$ cat src/rtl/tone_meter.sv
// tone_meter: measures period and high time of an asynchronous square wave
// in clk cycles, reports each completed period, and tracks lock and silence.
module tone_meter #(
    parameter int CNT_W   = 20,
    parameter int TIMEOUT = 1000000,
    parameter int TOL     = 2
) (
    input  logic             clk,
    input  logic             _reset,
    input  logic             tone_in,
    output logic [CNT_W-1:0] period,
    output logic [CNT_W-1:0] high_time,
    output logic             period_valid,
    output logic             locked,
    output logic             silent,
    output logic [15:0]      meas_count
);

    localparam logic [CNT_W-1:0] LP_TIMEOUT = CNT_W'(TIMEOUT);
    localparam logic [CNT_W-1:0] LP_TOL     = CNT_W'(TOL);
    localparam logic [CNT_W-1:0] LP_ONE     = CNT_W'(1);

    typedef enum logic {ST_IDLE, ST_MEASURE} state_t;

    state_t           r_state;
    logic             r_s1, r_s2, r_s3;
    logic [CNT_W-1:0] r_cnt;
    logic [CNT_W-1:0] r_hi_cap;
    logic [CNT_W-1:0] r_prev_period;
    logic             r_have_prev;
    logic [CNT_W-1:0] r_period;
    logic [CNT_W-1:0] r_high_time;
    logic             r_valid;
    logic             r_locked;
    logic             r_silent;
    logic [15:0]      r_meas_count;

    logic             w_rise, w_fall;
    logic [CNT_W-1:0] w_diff;

    // Both edges see the same synchroniser latency, so it cancels out of
    // every measured interval.
    assign w_rise = r_s2 & ~r_s3;
    assign w_fall = ~r_s2 & r_s3;

    // Unsigned distance between this period and the previous one.
    assign w_diff = (r_cnt >= r_prev_period) ? (r_cnt - r_prev_period)
                                             : (r_prev_period - r_cnt);

    // Two-flop synchroniser plus a history flop for edge detection.
    always_ff @(posedge clk) begin
        if (!_reset) begin
            r_s1 <= 1'b0;
            r_s2 <= 1'b0;
            r_s3 <= 1'b0;
        end else begin
            r_s1 <= tone_in;
            r_s2 <= r_s1;
            r_s3 <= r_s2;
        end
    end

    // Measurement FSM: the first rise arms the counter, each later rise
    // closes a period; running TIMEOUT cycles without a rise drops to IDLE.
    always_ff @(posedge clk) begin
        if (!_reset) begin
            r_state       <= ST_IDLE;
            r_cnt         <= '0;
            r_hi_cap      <= '0;
            r_prev_period <= '0;
            r_have_prev   <= 1'b0;
            r_period      <= '0;
            r_high_time   <= '0;
            r_valid       <= 1'b0;
            r_locked      <= 1'b0;
            r_silent      <= 1'b1;
            r_meas_count  <= '0;
        end else begin
            r_valid <= 1'b0;
            case (r_state)
                ST_IDLE: begin
                    r_cnt <= '0;
                    if (w_rise) begin
                        r_state     <= ST_MEASURE;
                        r_cnt       <= LP_ONE;
                        r_have_prev <= 1'b0;
                    end
                end
                ST_MEASURE: begin
                    if (w_fall)
                        r_hi_cap <= r_cnt;
                    // A rise landing on the timeout cycle still counts.
                    if (w_rise) begin
                        r_period      <= r_cnt;
                        r_high_time   <= r_hi_cap;
                        r_valid       <= 1'b1;
                        r_meas_count  <= r_meas_count + 16'd1;
                        r_silent      <= 1'b0;
                        r_prev_period <= r_cnt;
                        r_have_prev   <= 1'b1;
                        r_cnt         <= LP_ONE;
                        if (r_have_prev)
                            r_locked <= (w_diff <= LP_TOL);
                    end else if (r_cnt == LP_TIMEOUT) begin
                        r_state     <= ST_IDLE;
                        r_silent    <= 1'b1;
                        r_locked    <= 1'b0;
                        r_have_prev <= 1'b0;
                        r_cnt       <= '0;
                    end else begin
                        r_cnt <= r_cnt + LP_ONE;
                    end
                end
                default: r_state <= ST_IDLE;
            endcase
        end
    end

    assign period       = r_period;
    assign high_time    = r_high_time;
    assign period_valid = r_valid;
    assign locked       = r_locked;
    assign silent       = r_silent;
    assign meas_count   = r_meas_count;

endmodule
$ cat config.mk
export PLATFORM = sky130hd
export DESIGN_NAME = tone_meter
export DESIGN_NICKNAME = d
export VERILOG_FILES = /design/src/rtl/tone_meter.sv
export SDC_FILE = /design/constraint.sdc
export NUM_CORES = 1
export LEC_CHECK = 0
export BUFFER_PORTS_ARGS = -buffer_cell sky130_fd_sc_hd__buf_2
export CAP_MARGIN = 15
export CELL_PAD_IN_SITES_DETAIL_PLACEMENT = 2
export CELL_PAD_IN_SITES_GLOBAL_PLACEMENT = 2
export CORE_ASPECT_RATIO = 1.75
export CORE_MARGIN = 1
export CORE_UTILIZATION = 32
export DETAILED_ROUTE_END_ITERATION = 12
export GPL_TIMING_DRIVEN = 1
export MAX_ROUTING_LAYER = met4
export PLACE_DENSITY_LB_ADDON = 0.1
export SYNTH_ARGS = -nofsm -noshare
export SYNTH_HDL_FRONTEND = slang
export SYNTH_SLANG_ARGS = --single-unit
export TNS_END_PERCENT = 30
$ cat constraint.sdc
create_clock -name clk -period 2.7 [get_ports clk]
set_input_delay 0.27 -clock clk [delete_from_list [all_inputs] [get_ports clk]]
set_output_delay 0.27 -clock clk [all_outputs]
set_load 0.01 [all_outputs]
# Yosys cells after proc, flatten, opt, wreduce, memory -nomap -nowiden
# Cells that the tools add are included.
dict set report word_totals {
  wordCells 52
  mem_count 0
  mem_bits_rw 0
  mem_bits_ro 0
  latch_bits 0
  out_inout_bits 59
  reg_bits 104
  in_bits 3
}
dict set report op_classes {
  multipliers 0
  n_mux 17
  n_shift 0
  n_lt_le_gt_ge 2
  n_eq_ne 4
  bitwise 5
  n_div 0
  n_reduce_logical 7
  addsub 4
}
# operator n
set ops {}
lappend ops {{$mux W20} 3}
lappend ops {{$pmux W20 S2} 1}
lappend ops {{$sub A20 B20 Y20} 2}
lappend ops {{$add A20 B1 Y20 const B} 1}
lappend ops {{$eq A20 B20 Y1 const B} 1}
lappend ops {{$ge A20 B20 Y1} 1}
lappend ops {{$le A20 B2 Y1 const B} 1}
lappend ops {{$add A16 B1 Y16 const B} 1}
lappend ops {{$mux W1} 11}
lappend ops {{$reduce_and A2 Y1} 5}
lappend ops {{$ne A2 B2 Y1 const B} 2}
lappend ops {{$pmux W1 S2} 2}
lappend ops {{$ne A3 B1 Y1 const B} 1}
lappend ops {{$not A1 Y1} 3}
lappend ops {{$reduce_and A3 Y1} 1}
lappend ops {{$and A1 B1 Y1} 2}
lappend ops {{$reduce_bool A2 Y1} 1}

# Longest topological paths before layout
# Gate-level depths: netlist of run 1.
dict set report logic_depth {
  ltp_word 5
  depth_mapped 13
  mapped_depth_nobuf 12
}

# Worst setup path before layout of run 1
# Ideal clock, no wire load.
dict set report synth_timing {
  kind {register -> register}
  startpoint {register period[1] (netlist name)}
  endpoint {register r_locked, in the netlist locked}
  path_stages_with_launch 12
  n_path_buf 0
  synth_period_minus_slack_ns 2.889
  required_ns 2.616
  setup_ns 0.084
  arrival_time_ns 2.805
  setup_slack_ns -0.189
  path_cell_list {dfxtp_1 > inv_1 > ha_1 > nor2b_1 > o311a_1 > o311a_1 > nor3_1 > xnor2_1 > or2b_1 > o41ai_1 > o22ai_1 > o31ai_2}
}
# element line
set synth_rtl {}
lappend synth_rtl {{to (signal assigned)} 103} ;# r_locked <= (w_diff <= LP_TOL);
lappend synth_rtl {{to (decl)} 34} ;# logic r_locked;

==> results of run 1 <==
[synth_stat cells (7+ instances only)]
master and instances:
nor2_1 49, xnor2_1 38, a21oi_1 47, a21o_1 8, dfxtp_1 104, o21bai_1 7
nand2_1 161, o21ai_0 23, inv_1 54, buf_2 7, clkbuf_1 24, a21boi_0 65
ha_1 42, and2_1 19, nor4_1 7, and3_1 9, nand4_1 16, nand3_1 20
nor3_1 18
[worst reg2reg max path: stages, from the launching register on]
cell,delay [ns]
dfxtp_1,0.34
inv_1,0.05
ha_1,0.34
buf_4,0.19
and2_4,0.21
a21oi_1,0.08
buf_4,0.16
a211oi_2,0.29
buf_4,0.17
nor2_1,0.05
xor2_1,0.24
nand4_1,0.24
o41ai_2,0.27
o22ai_1,0.16
o31ai_2,0.18
[sequential cells by signal, indices dropped and copies added (netlist names), 16 cells and up]
name        flops
meas_count     16
r_hi_cap       20
high_time      20
period         20
r_cnt          20
[worst min path at each step]
stage | start | to | slack, ns | cells after the start
after CTS | tone_in | r_s1 | 0.11 | 2
after detailed placement | r_s1 | r_s2 | 0.46 | 1
after floorplan | tone_in | r_s1 | 0.40 | 1
after global routing | tone_in | r_s1 | 0.12 | 2
final | tone_in | r_s1 | 0.13 | 2
after global placement | r_s1 | r_s2 | 0.42 | 1
[timing repair]
item / in CTS / in global routing
gates resized for setup: 17 / 13
pin swaps: 6 / 3
hold buffers: 0 / 0
buffers inserted: 4 / 0
setup endpoints to repair: 1 / 1
[power groups by stage]
| stage | Combinational, mW | Clock, mW | Sequential [mW] |
|---|---|---|---|
| detailed placement | 0.147 | 0 | 1.58 |
| global placement | 0.141 | 0 | 1.58 |
| finish | 0.156 | 1.35 | 1.54 |
| global route | 0.167 | 1.44 | 1.54 |
| floorplan | 0.0888 | 0 | 1.57 |
| CTS | 0.156 | 1.40 | 1.54 |
[per-stage QoR]
step	setup TNS (ns)	power, mW
2_1_floorplan	0	1.66
3_3_place_gp	-0.618	1.72
3_5_place_dp	-0.651	1.72
4_1_cts	-0.360	3.10
5_1_grt	-0.482	3.15
6_report	-0.352	3.05
[metal layers]
layer | vias up | GRT usage, % | part of all wire (%)
li1 | 3299 | - | -
met1 | 3377 | 25.0 | 37
met2 | 132 | 51.0 | 55
met3 | 77 | 2.18 | 1.8
met4 | 0 | 17.1 | 6.1
met5 | - | - | 0
[cells by family after synthesis]
group | share of synthesized area (%)
DFF | 31.6
muxes | 1.20
adders and majority gates | 8.58
AOI/OAI and AO/OA | 22.5
xor gates and xnor gates | 5.58
buffers and inverters | 6.57
and+or+nand+nor | 24.0
[cell type report]
| cell class | instances | area share (%) |
|---|---|---|
| multi-input cells | 643 | 48.6 |
| well taps | 248 | 3.53 |
| inverters | 55 | 2.38 |
| flip-flops and latches | 104 | 23.9 |
| clock buffers | 9 | 2.56 |
| repair buffers | 231 | 18.2 |
| clock inverters | 7 | 0.882 |
==> run metrics, run 1 <==
max cap viols 0; dpl cells between 1000 and 1500; Util after Layout 43.3%; GRT Overall Usage approximately a quarter; Buffers on Ports slightly above 60; cell taking the most area after synthesis dfxtp_1; DR pass1 iterations 4; leading cell types in the layout, fill and taps excluded buf_4, nand2_1, dfxtp_1; synthesized area per cell roughly 7.8 µm²; clock power share between 40 and 50%; CP endpoint locked; routed vias/inst 5.31; syn nets just under 900; TritonCTS clock tree built; pwr/cell area 347 nW/µm²; Crit-path slowest cell dfxtp_1; Worst IR Drop VDD approximately 320 µV; commonest register cell after synthesis dfxtp_1; Mapped Area 6590 µm²; Horiz. Die Dim approximately 110 µm; crit start category flip-flop; register area 2100 µm²; Crit. End Element flip-flop; share of layout cells above drive strength 1 between 20% and 30%; final hold vios 0; clock sink total ~100; Cell variety after synth 74; vias in the first global route between 7000 and 8000; number of fill cells approximately 2300; Die Span Y ~190 µm; number of remaining DRC errors 0; Longest Clk Path Bufs 2; Num CTS Buffers 9; CP max stage delay around 0.34 ns; maximum clock rate between 300 and 400 MHz; post-route ant nets 0; Multi-input gate area around 4300 µm²; WP buf/inv 4; GRT overflow 0; pre-CTS setup slack -0.651 ns; internal power between 2 and 2.5 mW; placed inst area 8300 µm²; ANT cells 0; combinational share of power under 10%; final setup margin -0.352 ns; YS warnings 0; antenna violations before repair 0; Sw Ratio a little under a quarter; Worst-path clk slew ~0.07 ns; Routed wire per std cell around 21 µm; Pleak 3.75 nW; fin crit share 113%; share of the synthesized area in the top cell type around a third; unrepaired setup endpoints after global routing true; Final Instance Area slightly below 9000 µm²; core area roughly 20000 µm²; nets around 1100; worst-path cell chain inv_1 > ha_1 > buf_4 > and2_4 > a21oi_1 > buf_4 > a211oi_2 > buf_4 > nor2_1 > xor2_1 > nand4_1 > o41ai_2 > o22ai_1 > o31ai_2; Crit Path Max Fanout 9; reg-to-reg setup timing slack -0.35 ns; worst path arrival time approximately 3.3 ns; Worst-Skew Late Latency approximately 0.36 ns; r2r worst-path depth 14; most common cell after layout, fill and taps aside buf_4; CP Depth 14; failing checks setup timing; post-layout min period between 3 and 4 ns; root buffer cell clkbuf_16; Worst Clk Skew about 0.0069 ns; Async SR Flop Fraction 0%; Starting Density 32.5%; EDFF count, synth 0; final max-slew violation count 0; worst reg2reg path endpoint locked; crit path kind flip-flop to flip-flop; Synth-to-Final Area Change 33.3%; share of total power in sequential cells a little over 50%; RD Place Congestion around 0.9; Routed WL 27.1 mm; NetSw between 700 and 800 µW; Seq/Total Area, Yosys about a third; first-iteration detailed-routing DRC count between 200 and 250; Most Frequent Cell on Critical Path buf_4; Layout Cells excl Fill roughly 1300; Yosys reg bits 104; CP Data Required Time roughly 3.0 ns; CP startpoint period[4]; Worst-Margin Slew around 0.5 ns; first-pass GRT wire length 42.5 mm; largest net degree at the start of global routing 39; worst r2r src period[4]; Max-slew headroom between 60% and 70%; Hold Path Class input port to flip-flop; io pins 62; # setup viols final 1; synth top area cells dfxtp_1, nand2_1, ha_1; Max H-tree Level 3; Mapped Cells roughly 850; # rows 69; CP delay by family, top compound AO/OA/AOI/OAI gates; status complete, but fails checks; post-detail-place hpwl ~22 mm; WHS 0.130 ns; die area ~21000 µm²; Vias about 6900
No activity file was read; power rests on OpenSTA's default activity.
==> inputs of run 2 (changes only) <==
--- a/config.mk
+++ b/config.mk
@@ -7,7 +7,7 @@
 export LEC_CHECK = 0
 export BUFFER_PORTS_ARGS = -buffer_cell sky130_fd_sc_hd__buf_2
 export CAP_MARGIN = 15
-export CELL_PAD_IN_SITES_DETAIL_PLACEMENT = 2
+export CELL_PAD_IN_SITES_DETAIL_PLACEMENT = 0
 export CELL_PAD_IN_SITES_GLOBAL_PLACEMENT = 2
 export CORE_ASPECT_RATIO = 1.75
 export CORE_MARGIN = 1
@@ -16,6 +16,7 @@
 export GPL_TIMING_DRIVEN = 1
 export MAX_ROUTING_LAYER = met4
 export PLACE_DENSITY_LB_ADDON = 0.1
+export SKIP_LAST_GASP = 1
 export SYNTH_ARGS = -nofsm -noshare
 export SYNTH_HDL_FRONTEND = slang
 export SYNTH_SLANG_ARGS = --single-unit
==> run metrics, run 2 (synthesis gave the netlist of run 1 again) <==
status complete, but fails checks; failing checks setup timing; leading cell types in the layout, fill and taps excluded buf_4, nand2_1, dfxtp_1; Hold Path Class input port to flip-flop; CP max stage delay 0.35 ns; Worst-path clk slew 0.07 ns; largest net degree at the start of global routing 39; WHS about 0.12 ns; pwr/cell area between 300 and 400 nW/µm²; Sw Ratio between 20% and 30%; clock power share between 40% and 50%; Pleak between 3 and 4 nW; Num CTS Buffers 9; Worst Clk Skew between 0.005 and 0.006 ns; Worst Hold Path EP r_s1; worst path arrival time roughly 3.3 ns; fin crit share 110%; Max-slew headroom 68.6%; post-layout min period 2.98 ns; root buffer cell clkbuf_16; ANT cells 0; Horiz. Die Dim roughly 110 µm; final hold vios 0; Routed wire per std cell 17.5 µm; WP buf/inv 3; nets between 1000 and 1500; number of fill cells between 2000 and 2500; routed vias/inst approximately 5; Most Frequent Cell on Critical Path buf_4; final setup margin -0.281 ns; core area around 20000 µm²; register area between 2000 and 2500 µm²; Util after Layout roughly 43%; Longest Clk Path Bufs 2; WHS Path Cells 2; crit path kind flip-flop to flip-flop; Final Instance Area approximately 9000 µm²; NetSw 692 µW; GRT overflow 0; post-route ant nets 0; Crit-path slowest cell ha_1; max cap viols 0; Routed WL 22.6 mm; placed inst area about 8300 µm²; unrepaired setup endpoints after global routing true; Worst-Skew Late Latency 0.36 ns; worst reg2reg path endpoint locked; Synth-to-Final Area Change 33.4%; clock sink total ~100; reg-to-reg setup timing slack -0.28 ns; internal power approximately 2.4 mW; TritonCTS clock tree built; first-pass GRT wire length 36.1 mm; Crit Path Max Fanout 5; DR pass1 iterations 7; Worst Hold Launch tone_in; combinational share of power 4.9%; Power, Total roughly 3 mW; worst r2r src period[14]; Vias approximately 6600; RD Place Congestion around 0.9; share of layout cells above drive strength 1 about 29%; Die Span Y 192 µm; antenna violations before repair 0; r2r worst-path depth 13; die area between 20000 and 25000 µm²; first-iteration detailed-routing DRC count between 300 and 400; worst-path cell chain inv_1 > ha_1 > buf_4 > nand2_1 > o21ai_0 > buf_4 > mux2_1 > o2111ai_2 > nor4_4 > nand4_1 > nor4b_2 > o22ai_1 > o31ai_2; Multi-input gate area between 4000 and 5000 µm²; post-detail-place hpwl 18.5 mm; Worst IR Drop VDD about 400 µV; Crit. End Element flip-flop; # setup viols final 1; Max H-tree Level 3; most common cell after layout, fill and taps aside buf_4; CP delay by family, top simple AND/OR/NAND/NOR gates; io pins slightly above 60; final max-slew violation count 0; Starting Density 32.5%; share of total power in sequential cells about half; # rows between 60 and 70; GRT Overall Usage roughly 22%; crit start category flip-flop; hold buffers post-CTS 0; Buffers on Ports ~60; vias in the first global route roughly 6700; CP Data Required Time between 2 and 3 ns; maximum clock rate roughly 340 MHz; number of remaining DRC errors 0; Worst-Margin Slew around 0.47 ns
==> run 2: cell count changes in the layout (fill, tap and decap cells not counted), sizes merged <==
| cell | before | now |
|---|---|---|
| buf | 231 | 230 |
| clkinvlp | 1 | 3 |
| inv | 57 | 54 |
| clkbuf | 9 | 10 |
==> run 2: metal layers <==
metal  global-route usage, %  wire length (µm)  vias to the layer above
met5                       -                 0                        -
met4                    12.9              1200                        0
met3                    2.34               542                       52
met2                    41.5             12000                      137
met1                    22.9              8890                     3081
li1                        -                 -                     3298
==> run 2: metrics by stage <==
stage               setup slack, ns  cells  TNS [ns]
finish                       -0.281   1296    -0.281
floorplan                   0.00116    847         0
detailed placement           -0.657   1277    -0.657
global placement             -0.618   1277    -0.618
CTS                          -0.283   1296    -0.283
global route                 -0.410   1296    -0.410
==> run 2: worst max-delay path by stage <==
stage,from,to,slack [ns],cells past startpoint
6_report,period[14],locked,-0.28,13
3_5_place_dp,period[12],locked,-0.66,12
3_3_place_gp,period[12],locked,-0.62,12
4_1_cts,r_cnt[0],locked,-0.28,13
2_1_floorplan,r_cnt[0],locked,0.001,13
5_1_grt,period[0],locked,-0.41,13
==> run 2: timing repair <==
| action | CTS | global route |
|---|---|---|
| resized for setup | 26 | 0 |
| setup endpoints to repair | 1 | 1 |
| pin swaps | 13 | 3 |
| setup buffers | 3 | 0 |
==> run 2: power groups by stage <==
stage          registers [mW]  clock network (mW)  logic, mW
2_1_floorplan            1.57                   0     0.0888
3_3_place_gp             1.58                   0      0.141
3_5_place_dp             1.58                   0      0.143
4_1_cts                  1.54                1.42      0.152
5_1_grt                  1.54                1.48      0.162
6_report                 1.54                1.38      0.150
==> run 2: area by class of cell <==
cell class | count | area share (%)
clock inverters | 6 | 0.754
clock buffers | 10 | 2.85
flip-flops and latches | 104 | 23.9
repair buffers | 230 | 18.1
multi-input cells | 643 | 48.5
inverters | 55 | 2.38
well taps | 248 | 3.53
